==> src/rtl/tvp_stream_gen.sv <==
// TVP-style raster timing and test-pattern generator.
// Raster counters plus IDLE/RUN/DRAIN control; every output is registered one cycle behind the counters.
module tvp_stream_gen #(
  parameter int H_ACTIVE = 512,
  parameter int H_FRONT  = 16,
  parameter int H_SYNC   = 48,
  parameter int H_TOTAL  = 640,
  parameter int V_ACTIVE = 384,
  parameter int V_FRONT  = 4,
  parameter int V_SYNC   = 4,
  parameter int V_TOTAL  = 400
) (
  input  logic       CLK,
  input  logic       RESET_N,
  input  logic       ENABLE,
  input  logic [2:0] PATTERN,
  output logic       HSYNC,
  output logic       VSYNC,
  output logic [9:0] VIDEO,
  output logic       VISIBLE,
  output logic       FRAME_START,
  output logic [7:0] FRAME_CNT,
  output logic       BUSY
);

  localparam int HW = ($clog2(H_TOTAL) > 10) ? $clog2(H_TOTAL) : 10;
  localparam int VW = ($clog2(V_TOTAL) > 5) ? $clog2(V_TOTAL) : 5;

  typedef enum logic [1:0] {IDLE, RUN, DRAIN} state_t;

  state_t        state;
  logic [HW-1:0] hc;
  logic [VW-1:0] vc;
  logic [2:0]    pat;
  logic [7:0]    fcnt;

  logic       h_last, v_last, f_last, f_first, running, active, hs_n, vs_n;
  logic [2:0] pat_eff;
  logic [9:0] pix;

  always_comb begin
    h_last  = (hc == HW'(H_TOTAL - 1));
    v_last  = (vc == VW'(V_TOTAL - 1));
    f_last  = h_last && v_last;
    f_first = (hc == '0) && (vc == '0);
    running = (state != IDLE);
    active  = (hc < HW'(H_ACTIVE)) && (vc < VW'(V_ACTIVE));
    hs_n    = !((hc >= HW'(H_ACTIVE + H_FRONT)) && (hc < HW'(H_ACTIVE + H_FRONT + H_SYNC)));
    vs_n    = !((vc >= VW'(V_ACTIVE + V_FRONT)) && (vc < VW'(V_ACTIVE + V_FRONT + V_SYNC)));
    // The first pixel of a frame already uses the pattern being latched at that pixel.
    pat_eff = f_first ? PATTERN : pat;
    pix     = '0;
    case (pat_eff)
      3'd1:    pix = '1;
      3'd2:    pix = hc[9:0];
      3'd3:    pix = hc[3] ? '1 : '0;
      3'd4:    pix = (hc[4] ^ vc[4]) ? '1 : '0;
      3'd5:    pix = (hc[8:3] == fcnt[5:0]) ? '1 : '0;
      default: pix = '0;
    endcase
    if (!active) pix = '0;
  end

  always_ff @(posedge CLK or negedge RESET_N) begin
    if (!RESET_N) begin
      state       <= IDLE;
      hc          <= '0;
      vc          <= '0;
      pat         <= '0;
      fcnt        <= '0;
      HSYNC       <= 1'b1;
      VSYNC       <= 1'b1;
      VIDEO       <= '0;
      VISIBLE     <= 1'b0;
      FRAME_START <= 1'b0;
      FRAME_CNT   <= '0;
      BUSY        <= 1'b0;
    end else begin
      BUSY      <= running;
      FRAME_CNT <= fcnt;
      if (running) begin
        HSYNC       <= hs_n;
        VSYNC       <= vs_n;
        VIDEO       <= pix;
        VISIBLE     <= active;
        FRAME_START <= f_first;
        hc          <= h_last ? '0 : hc + 1'b1;
        if (h_last) vc <= v_last ? '0 : vc + 1'b1;
        if (f_first) pat <= PATTERN;
        if (f_last) fcnt <= fcnt + 1'b1;
        // Dropping ENABLE on the very last pixel ends the frame right there.
        if (ENABLE)      state <= RUN;
        else if (f_last) state <= IDLE;
        else             state <= DRAIN;
      end else begin
        HSYNC       <= 1'b1;
        VSYNC       <= 1'b1;
        VIDEO       <= '0;
        VISIBLE     <= 1'b0;
        FRAME_START <= 1'b0;
        hc          <= '0;
        vc          <= '0;
        if (ENABLE) state <= RUN;
      end
    end
  end

endmodule

==> config.mk <==
export PLATFORM = sky130hd
export DESIGN_NAME = tvp_stream_gen
export DESIGN_NICKNAME = d
export VERILOG_FILES = /design/src/rtl/tvp_stream_gen.sv
export SDC_FILE = /design/constraint.sdc
export NUM_CORES = 1
export LEC_CHECK = 0
export CAP_MARGIN = 10
export CELL_PAD_IN_SITES_DETAIL_PLACEMENT = 0
export CELL_PAD_IN_SITES_GLOBAL_PLACEMENT = 1
export CORE_MARGIN = 1.5
export CORE_UTILIZATION = 44
export DETAILED_ROUTE_END_ITERATION = 6
export PLACE_DENSITY_LB_ADDON = 0.08
export SLEW_MARGIN = 20
export SYNTH_ARGS = -nofsm -noshare
export SYNTH_HDL_FRONTEND = slang
export SYNTH_SLANG_ARGS = --single-unit
==> constraint.sdc <==
create_clock -name CLK -period 1.9 [get_ports CLK]
set_input_delay 0.19 -clock CLK [delete_from_list [all_inputs] [get_ports CLK]]
set_output_delay 0.19 -clock CLK [all_outputs]
set_load 0.01 [all_outputs]
After elaboration in Yosys (flattened, before gate mapping)
Cells that the tools add are included.
{"block": "op_classes", "mul": 0, "n_addsub": 3, "n_eq_ne": 9, "reduce_logical": 12, "shift": 0, "order_cmp": 6, "n_bitwise": 1, "n_div": 0, "mux": 20}
{"op": "$mux W10", "count": 7}
{"op": "$pmux W10 S5", "count": 1}
{"op": "$mux W9", "count": 3}
{"op": "$lt A10 B10 Y1 const B", "count": 2}
{"op": "$lt A9 B9 Y1 const B", "count": 2}
{"op": "$add A10 B1 Y10 const B", "count": 1}
{"op": "$eq A10 B10 Y1 const B", "count": 1}
{"op": "$ge A10 B10 Y1 const B", "count": 1}
{"op": "$logic_not A10 Y1", "count": 1}
{"op": "$add A9 B1 Y9 const B", "count": 1}
{"op": "$eq A9 B9 Y1 const B", "count": 1}
{"op": "$ge A9 B9 Y1 const B", "count": 1}
{"op": "$logic_not A9 Y1", "count": 1}
{"op": "$add A8 B1 Y8 const B", "count": 1}
{"op": "$mux W2", "count": 4}
{"op": "$eq A3 B2 Y1 const B", "count": 2}
{"op": "$eq A3 B3 Y1 const B", "count": 2}
{"op": "$eq A6 B6 Y1", "count": 1}
{"op": "$logic_and A1 B1 Y1", "count": 5}
{"op": "$mux W1", "count": 4}
{"op": "$reduce_bool A2 Y1", "count": 2}
{"op": "$eq A3 B1 Y1 const B", "count": 1}
{"op": "$mux W3", "count": 1}
{"op": "$logic_not A1 Y1", "count": 2}
{"op": "other kinds (3)", "count": 3}
{"block": "word_totals", "latch_bits": 0, "mem_count": 0, "ramBits": 0, "rom_bits": 0, "regBits": 55}

Longest topological paths before layout
Gate-level depths: netlist of run 1.
{"block": "logic_depth", "ltp_word": 7, "mapped_depth": 7, "mapped_depth_nobuf": 7}

Worst setup path before layout of run 1
Ideal clock, no wire load.
{"block": "synth_timing", "path_kind": "register to register", "from": "register hc[0]", "to": "register pat[1]", "period_less_slack_ns": 1.713, "t_arrival_ns": 1.585, "path_stages_with_launch": 8, "setup_time_ns": 0.128, "required_time_ns": 1.772, "slack_ns": 0.187, "path_buffers": 0, "cell_sequence": "dfrtp_1 > inv_1 > ha_1 > and4bb_2 > and4_2 > nand2_4 > nor2_4 > mux2_1"}
{"block": "synth_between", "elab_chain_cells": 3}
{"item": "start: declaration", "line": "32", "rtl": "logic [HW-1:0] hc;"}
{"item": "start signal: assignment", "line": "87", "rtl": "hc <= h_last ? '0 : hc + 1'b1;"}
{"item": "$logic_not A10 Y1", "line": "45", "rtl": "f_first = (hc == '0) && (vc == '0);"}
{"item": "$logic_and A1 B1 Y1", "line": "45"}
{"item": "$mux W3"}
{"item": "end signal: assignment", "line": "69", "rtl": "pat <= '0;"}
{"item": "end signal: assignment", "line": "89", "rtl": "if (f_first) pat <= PATTERN;"}
{"item": "end: declaration", "line": "34", "rtl": "logic [2:0] pat;"}
Every way passes these cells.
A chain may end at the register's enable or synchronous reset.

Worst setup path after layout of run 1
{"block": "layout_timing", "from": "register vc[0]", "to": "register pat[2]"}
{"block": "layout_between", "elab_chain_cells": 3}
{"item": "start: declaration", "line": "33", "rtl": "logic [VW-1:0] vc;"}
{"item": "start signal: assignment", "line": "88", "rtl": "if (h_last) vc <= v_last ? '0 : vc + 1'b1;"}
{"item": "$logic_not A9 Y1", "line": "45"}
{"item": "$logic_and A1 B1 Y1", "line": "45"}
{"item": "$mux W3"}
Every way passes these cells.

==> out/results.ini, run 1 <==
[cts]
clk_latency_ns = 0.31
clockBufferDepth = 2
cts_root_buf = clkbuf_8
clock_sinks = 55
htreeDepth = 2
numCtsBuffers = 5
cts_tree = done
clk_pin_slew_worst_paths_ns = 0.10

[synth]
synth_edf_count = 0
ys_seq_area_share_pct = 52.60
ys_ff_latch = 55
synthCells = 239
synth_top_flop_cell = dfrtp_1
synth_area_um2 = 2621
synth_top_area_share_pct = 50.60
synthDistinctLibCells = 50
synth_top_area_cell = dfrtp_1
synth_nets = 250
ys_warn_count = 0
synthArstFlopShare_pct = 100.0
synth_area_leaders = dfrtp_1 (51%), xnor2_1 (5.7%), nor2_1 (3.9%)
postSynthAreaPerCell_um2 = 10.97

[critical_path]
path_delay_family = simple AND/OR/NAND/NOR gates
cp_slowest_stage_delay_ns = 0.42
path_class = register to register
cp-end-kind = register
crit_required_ns = 2.10
worstPathMaxFanout = 4
crit_chain = inv_1 > ha_1 > and4bb_2 > and4_2 > nand2_4 > nor2_4 > mux2_1
worstPathArrival_ns = 2.05
start_kind = register
crit_slowest_cell = dfrtp_1
worst-path-buf-inv = 1

[timing]
finalSetupViolations = 0
slew_headroom_pct = 64.30
hold_viol = 0
clock-skew-final_ns = 0.005050
layout_setup_ws_ns = 0.04449
rsz0062_at_grt = yes
worst_slew_pin_slew_ns = 0.5355
period_share_pct = 97.66
fin_crit_ns = 1.856
max_freq_mhz = 538.9
setup_tns_ns = 0
slew_viol_final = 0

[floorplanning]
rows = 27
die_y_um = 80.19
die-width_um = 80.19
coreArea_um2 = 5642
die_area_um2 = 6430
initial_core_util_pct = 46.46
ios = 29

[global_route]
grt_use_met3_pct = 3.864
met2_usage_pct = 29.75
grt_overflow = 0
gr-max-usage-layer = met2
antenna_found_initial = 0
first_global_vias = 1821
grt_max_degree = 24
grt_pass1_wl_mm = 9.066
grtUsageMet1_pct = 25.76
gr-usage-all-layers_pct = 18.84

[power_and_ir_drop]
powerDensity_nw_per_um2 = 956.9
peakVddDrop_v = 0.0005038
p_seq_share_pct = 45.2
power_switching_uw = 976.5
p_comb_share_pct = 30.7
p_int_uw = 2247
p_leak_uw = 0.001515
p_clk_share_pct = 24.1
total_power_uw = 3223
switching_share_pct = 30.30

[final_layout]
syn_to_final_growth_pct = 28.50
n_fill_cell = 477
drive_gt1_share_pct = 22.67
stdcell_area_um2 = 3368
final_common_cell = dfrtp_1
antennaDiodeCount = 0
final_cell_mix = dfrtp_1 (50), buf_4 (30), nor2_1 (27), clkdlybuf4s50_1 (27), nand2_1 (18)
final_nets = 310

[placed_design]
dp_hpwl_mm = 3.928
placed_cell_area_um2 = 3127
gp_congestion = 0.7926
preCtsSetupSlack_ns = 0.03752
io_buffer_count = 28

[route]
ant_nets = 0
drtIter0Drc = 70
routed_wl_mm = 5.645
drc_errors = 0
viasPerCell = 5.148
dr.pass1.iters = 4
wire_per_inst_um = 15.17
num_vias = 1915

[run_status]
status = finished clean

[min_path]
hold_class = input pin to register

[flow_run]
cap_violations = 0

flip-flops by register name, indices dropped and copies added, names as in the netlist:
name / cells
FRAME_START: 1
VIDEO: 10
vc: 9
HSYNC: 1
pat: 3
hc: 10
VSYNC: 1
state: 2
FRAME_CNT: 8
BUSY: 1
fcnt: 8
VISIBLE: 1
power by group through the flow:
stage | logic, uW | clock network, uW | registers, uW
finish | 990 | 778 | 1460
floorplan | 442 | 0 | 1510
global route | 1080 | 851 | 1480
global placement | 894 | 0 | 1470
CTS | 906 | 796 | 1450
detailed placement | 902 | 0 | 1470
cell usage after synthesis, types with 2 or more instances:
cell / n
a21oi_1: 15
a32oi_1: 2
and2_1: 3
and3_1: 5
buf_2: 3
buf_6: 2
clkbuf_1: 2
dfrtp_1: 53
dfstp_2: 2
ha_1: 5
inv_1: 8
mux2_1: 3
mux2i_1: 2
nand2_1: 18
nand2b_1: 3
nand3_1: 10
nand4_1: 8
nor2_1: 27
nor2b_1: 2
nor3_1: 11
o21ai_0: 3
xnor2_1: 17
xor2_1: 8
layout make-up:
cell class / instances / area, um2 / area share (%)
inverters: 8 / 30.03 / 0.8915
well taps: 72 / 90.09 / 2.675
clock buffers: 5 / 68.82 / 2.043
multi-input cells: 169 / 1222 / 36.29
flip-flops and latches: 55 / 1383 / 41.05
repair buffers: 60 / 530.5 / 15.75
clock inverters: 3 / 43.79 / 1.300
worst paths after layout:
path                            cells after the start      endpoint  slack, ns    start
worst min register to register                      0  FRAME_CNT[7]       0.41  fcnt[7]
min in group asynchronous                           2       fcnt[6]       0.38  RESET_N
max in group asynchronous                           3         hc[4]       0.84  RESET_N
worst min-delay path                                1      state[0]       0.36   ENABLE
worst max register to register                      7        pat[2]       0.04    vc[0]
worst max-delay path                                7        pat[2]       0.04    vc[0]
repair_timing:
item / in CTS / in global routing
setup buffers: 0 / 7
hold buffers: 1 / 0
setup endpoints to repair: 0 / 18
endpoints found under the hold margin: 21 / 0
gates resized for setup: 0 / 10
routing by layer:
| metal | vias up | part of all wire, % | routed length [um] |
|---|---|---|---|
| met5 | - | 0 | 0 |
| met4 | 0 | 1.4 | 79 |
| met3 | 7 | 2.1 | 117 |
| met2 | 25 | 48 | 2693 |
| met1 | 933 | 49 | 2753 |
| li1 | 950 | - | - |
cell families after synthesis:
| family | share of synthesized area, % |
|---|---|
| DFF | 52.60 |
| xor gates and xnor gates | 8.353 |
| AOI/OAI and AO/OA | 8.354 |
| and+or+nand+nor | 22.24 |
| muxes | 2.912 |
| buffers and inverters | 3.150 |
| adders and majority gates | 2.387 |
metrics by stage:
step	instances	util, %	hold WS [ns]
after floorplan	239	-	-0.1056
after global placement	355	55.42	0.2025
after detailed placement	355	55.42	0.2025
after CTS	364	57.60	0.3522
after global routing	372	59.70	0.3472
final	372	59.70	0.3554
worst register-to-register path, cell delays in order, from the launching register on:
cell	delay [ns]
dfrtp_1	0.42
inv_1	0.08
ha_1	0.16
and4bb_2	0.24
and4_2	0.26
nand2_4	0.10
nor2_4	0.16
mux2_1	0.34
Note: power is estimated with default switching activity, not from simulation.
==> inputs of run 2 (changes only) <==
SKIP_CTS_REPAIR_TIMING = 1   (was not set)
==> out/results.ini, run 2 (synthesis results as in run 1) <==
[floorplanning]
ios = 29  ; unchanged
initial_core_util_pct = 46.46  ; unchanged
die_y_um = 80.19  ; unchanged
rows = 27  ; unchanged
coreArea_um2 = 5642  ; unchanged
die-width_um = 80.19  ; unchanged
die_area_um2 = 6430  ; unchanged

[timing]
clock-skew-final_ns = 0.005051  ; +0.0000003100 ns
slew_viol_final = 0  ; unchanged
layout_setup_ws_ns = 0.04427  ; -0.0002276 ns
fin_crit_ns = 1.856  ; +0.0002276 ns
worst_slew_pin_slew_ns = 0.5367  ; +0.001138 ns
slew_headroom_pct = 64.22  ; -0.076 points
hold_viol = 0  ; unchanged
finalSetupViolations = 0  ; unchanged
period_share_pct = 97.67  ; about the same
whs_ns = 0.3553  ; -0.00004600 ns
max_freq_mhz = 538.9  ; about the same
rsz0062_at_grt = yes

[cts]
clk_latency_ns = 0.31  ; about the same
clockBufferDepth = 2  ; unchanged
clk_pin_slew_worst_paths_ns = 0.10  ; about the same
htreeDepth = 2  ; unchanged
numCtsBuffers = 5  ; unchanged
clock_sinks = 55  ; unchanged
cts_tree = done
cts_root_buf = clkbuf_8

[critical_path]
worstPathArrival_ns = 2.05  ; about the same
path_delay_family = simple AND/OR/NAND/NOR gates
cp_slowest_stage_delay_ns = 0.42  ; about the same
ff2ff_path_depth = 7  ; unchanged
regToRegSetupSlack_ns = 0.04  ; about the same
cp-end-kind = register
path_class = register to register
crit_slowest_cell = dfrtp_1
crit_chain = inv_1 > ha_1 > and4bb_2 > and4_2 > nand2_4 > nor2_4 > mux2_1
worstPathMaxFanout = 4  ; unchanged
worst_r2r_endpoint = pat[2]
r2r-start = vc[0]
worstSetupStartpoint = vc[0]
crit_required_ns = 2.10  ; about the same
worst-path-buf-inv = 1  ; unchanged
start_kind = register

[route]
num_vias = 1912  ; -0.16%
drtIter0Drc = 83  ; +19%
dr.pass1.iters = 4  ; unchanged
drc_errors = 0  ; unchanged
ant_nets = 0  ; unchanged
wire_per_inst_um = 15.20  ; +0.14%
viasPerCell = 5.140  ; -0.16%
routed_wl_mm = 5.653  ; +0.14%

[final_layout]
top_regs = VIDEO: 10 flops, hc: 10 flops, vc: 9 flops
final_common_cell = dfrtp_1
drive_gt1_share_pct = 22.67  ; unchanged
finish.utilization_pct = 59.70  ; unchanged
final_nets = 310  ; unchanged
n_fill_cell = 477  ; unchanged
antennaDiodeCount = 0  ; unchanged
syn_to_final_growth_pct = 28.50  ; unchanged
final_cell_mix = dfrtp_1 (50), buf_4 (30), nor2_1 (27), clkdlybuf4s50_1 (27), nand2_1 (18)
fin_cells = 372  ; unchanged

[global_route]
first_global_vias = 1821  ; unchanged
grt_pass1_wl_mm = 9.066  ; unchanged
grt_max_degree = 24  ; unchanged
gr-usage-all-layers_pct = 18.84  ; unchanged
grt_overflow = 0  ; unchanged
antenna_found_initial = 0  ; unchanged

[power_and_ir_drop]
p_comb_share_pct = 30.7  ; about the same
p_seq_share_pct = 45.2  ; about the same
p_clk_share_pct = 24.1  ; about the same
powerDensity_nw_per_um2 = 957.0  ; about the same
p_int_uw = 2247  ; about the same
switching_share_pct = 30.30  ; about the same
p_leak_uw = 0.001515  ; unchanged
power_switching_uw = 976.8  ; about the same
peakVddDrop_v = 0.0005038  ; about the same

[placed_design]
io_buffer_count = 28  ; unchanged
numPlacedInstances = 355  ; unchanged
dp_hpwl_mm = 3.928  ; unchanged
preCtsSetupSlack_ns = 0.03752  ; unchanged
gp_congestion = 0.7926  ; unchanged

[run_status]
status = finished clean

[min_path]
whs_path_depth = 1  ; unchanged
hold_class = input pin to register
hold_end = state[0]
min_from = ENABLE

[flow_run]
cap_violations = 0  ; unchanged

run 2: cell counts in the layout (fill, tap and decap cells not counted):
No cell type changed its count.
run 2: final cells by class:
class	instances	area [um2]	area share [%]
Tap cell	72	90.09	2.675
Timing Repair Buffer	60	530.5	15.75
Clock buffer	5	68.82	2.043
Clock inverter	3	43.79	1.300
Multi-Input combinational cell	169	1222	36.29
Inverter	8	30.03	0.8915
Sequential cell	55	1383	41.05
run 2: how the worst max path moves through the flow:
stage                     cells after the start  slack [ns]       end
final                                         7        0.04    pat[2]
after detailed placement                      7        0.04  VIDEO[5]
after floorplan                               7        0.19    pat[1]
after global placement                        7        0.08  VIDEO[5]
after CTS                                     7        0.02  VIDEO[5]
after global routing                          7       -0.04    pat[2]
run 2: stage by stage:
step / power, uW / instance area, um2 / TNS (ns)
floorplan: 1956 / 2621 / 0
global placement: 2366 / 3127 / 0
detailed placement: 2376 / 3127 / 0
CTS: 3150 / 3239 / 0
global route: 3413 / 3368 / -0.1012
finish: 3223 / 3368 / 0
run 2: routing by layer:
layer	global-route usage [%]	vias up	share of wire [%]
met5	0	-	0
met4	6.379	0	1.4
met3	3.864	7	2.1
met2	29.75	25	48
met1	25.76	931	49
li1	-	949	-
run 2: power groups by stage:
stage	combinational, uW	clock (uW)	sequential, uW
2_1_floorplan	442	0	1510
3_3_place_gp	894	0	1470
3_5_place_dp	902	0	1470
4_1_cts	905	796	1450
5_1_grt	1080	851	1480
6_report	990	778	1460
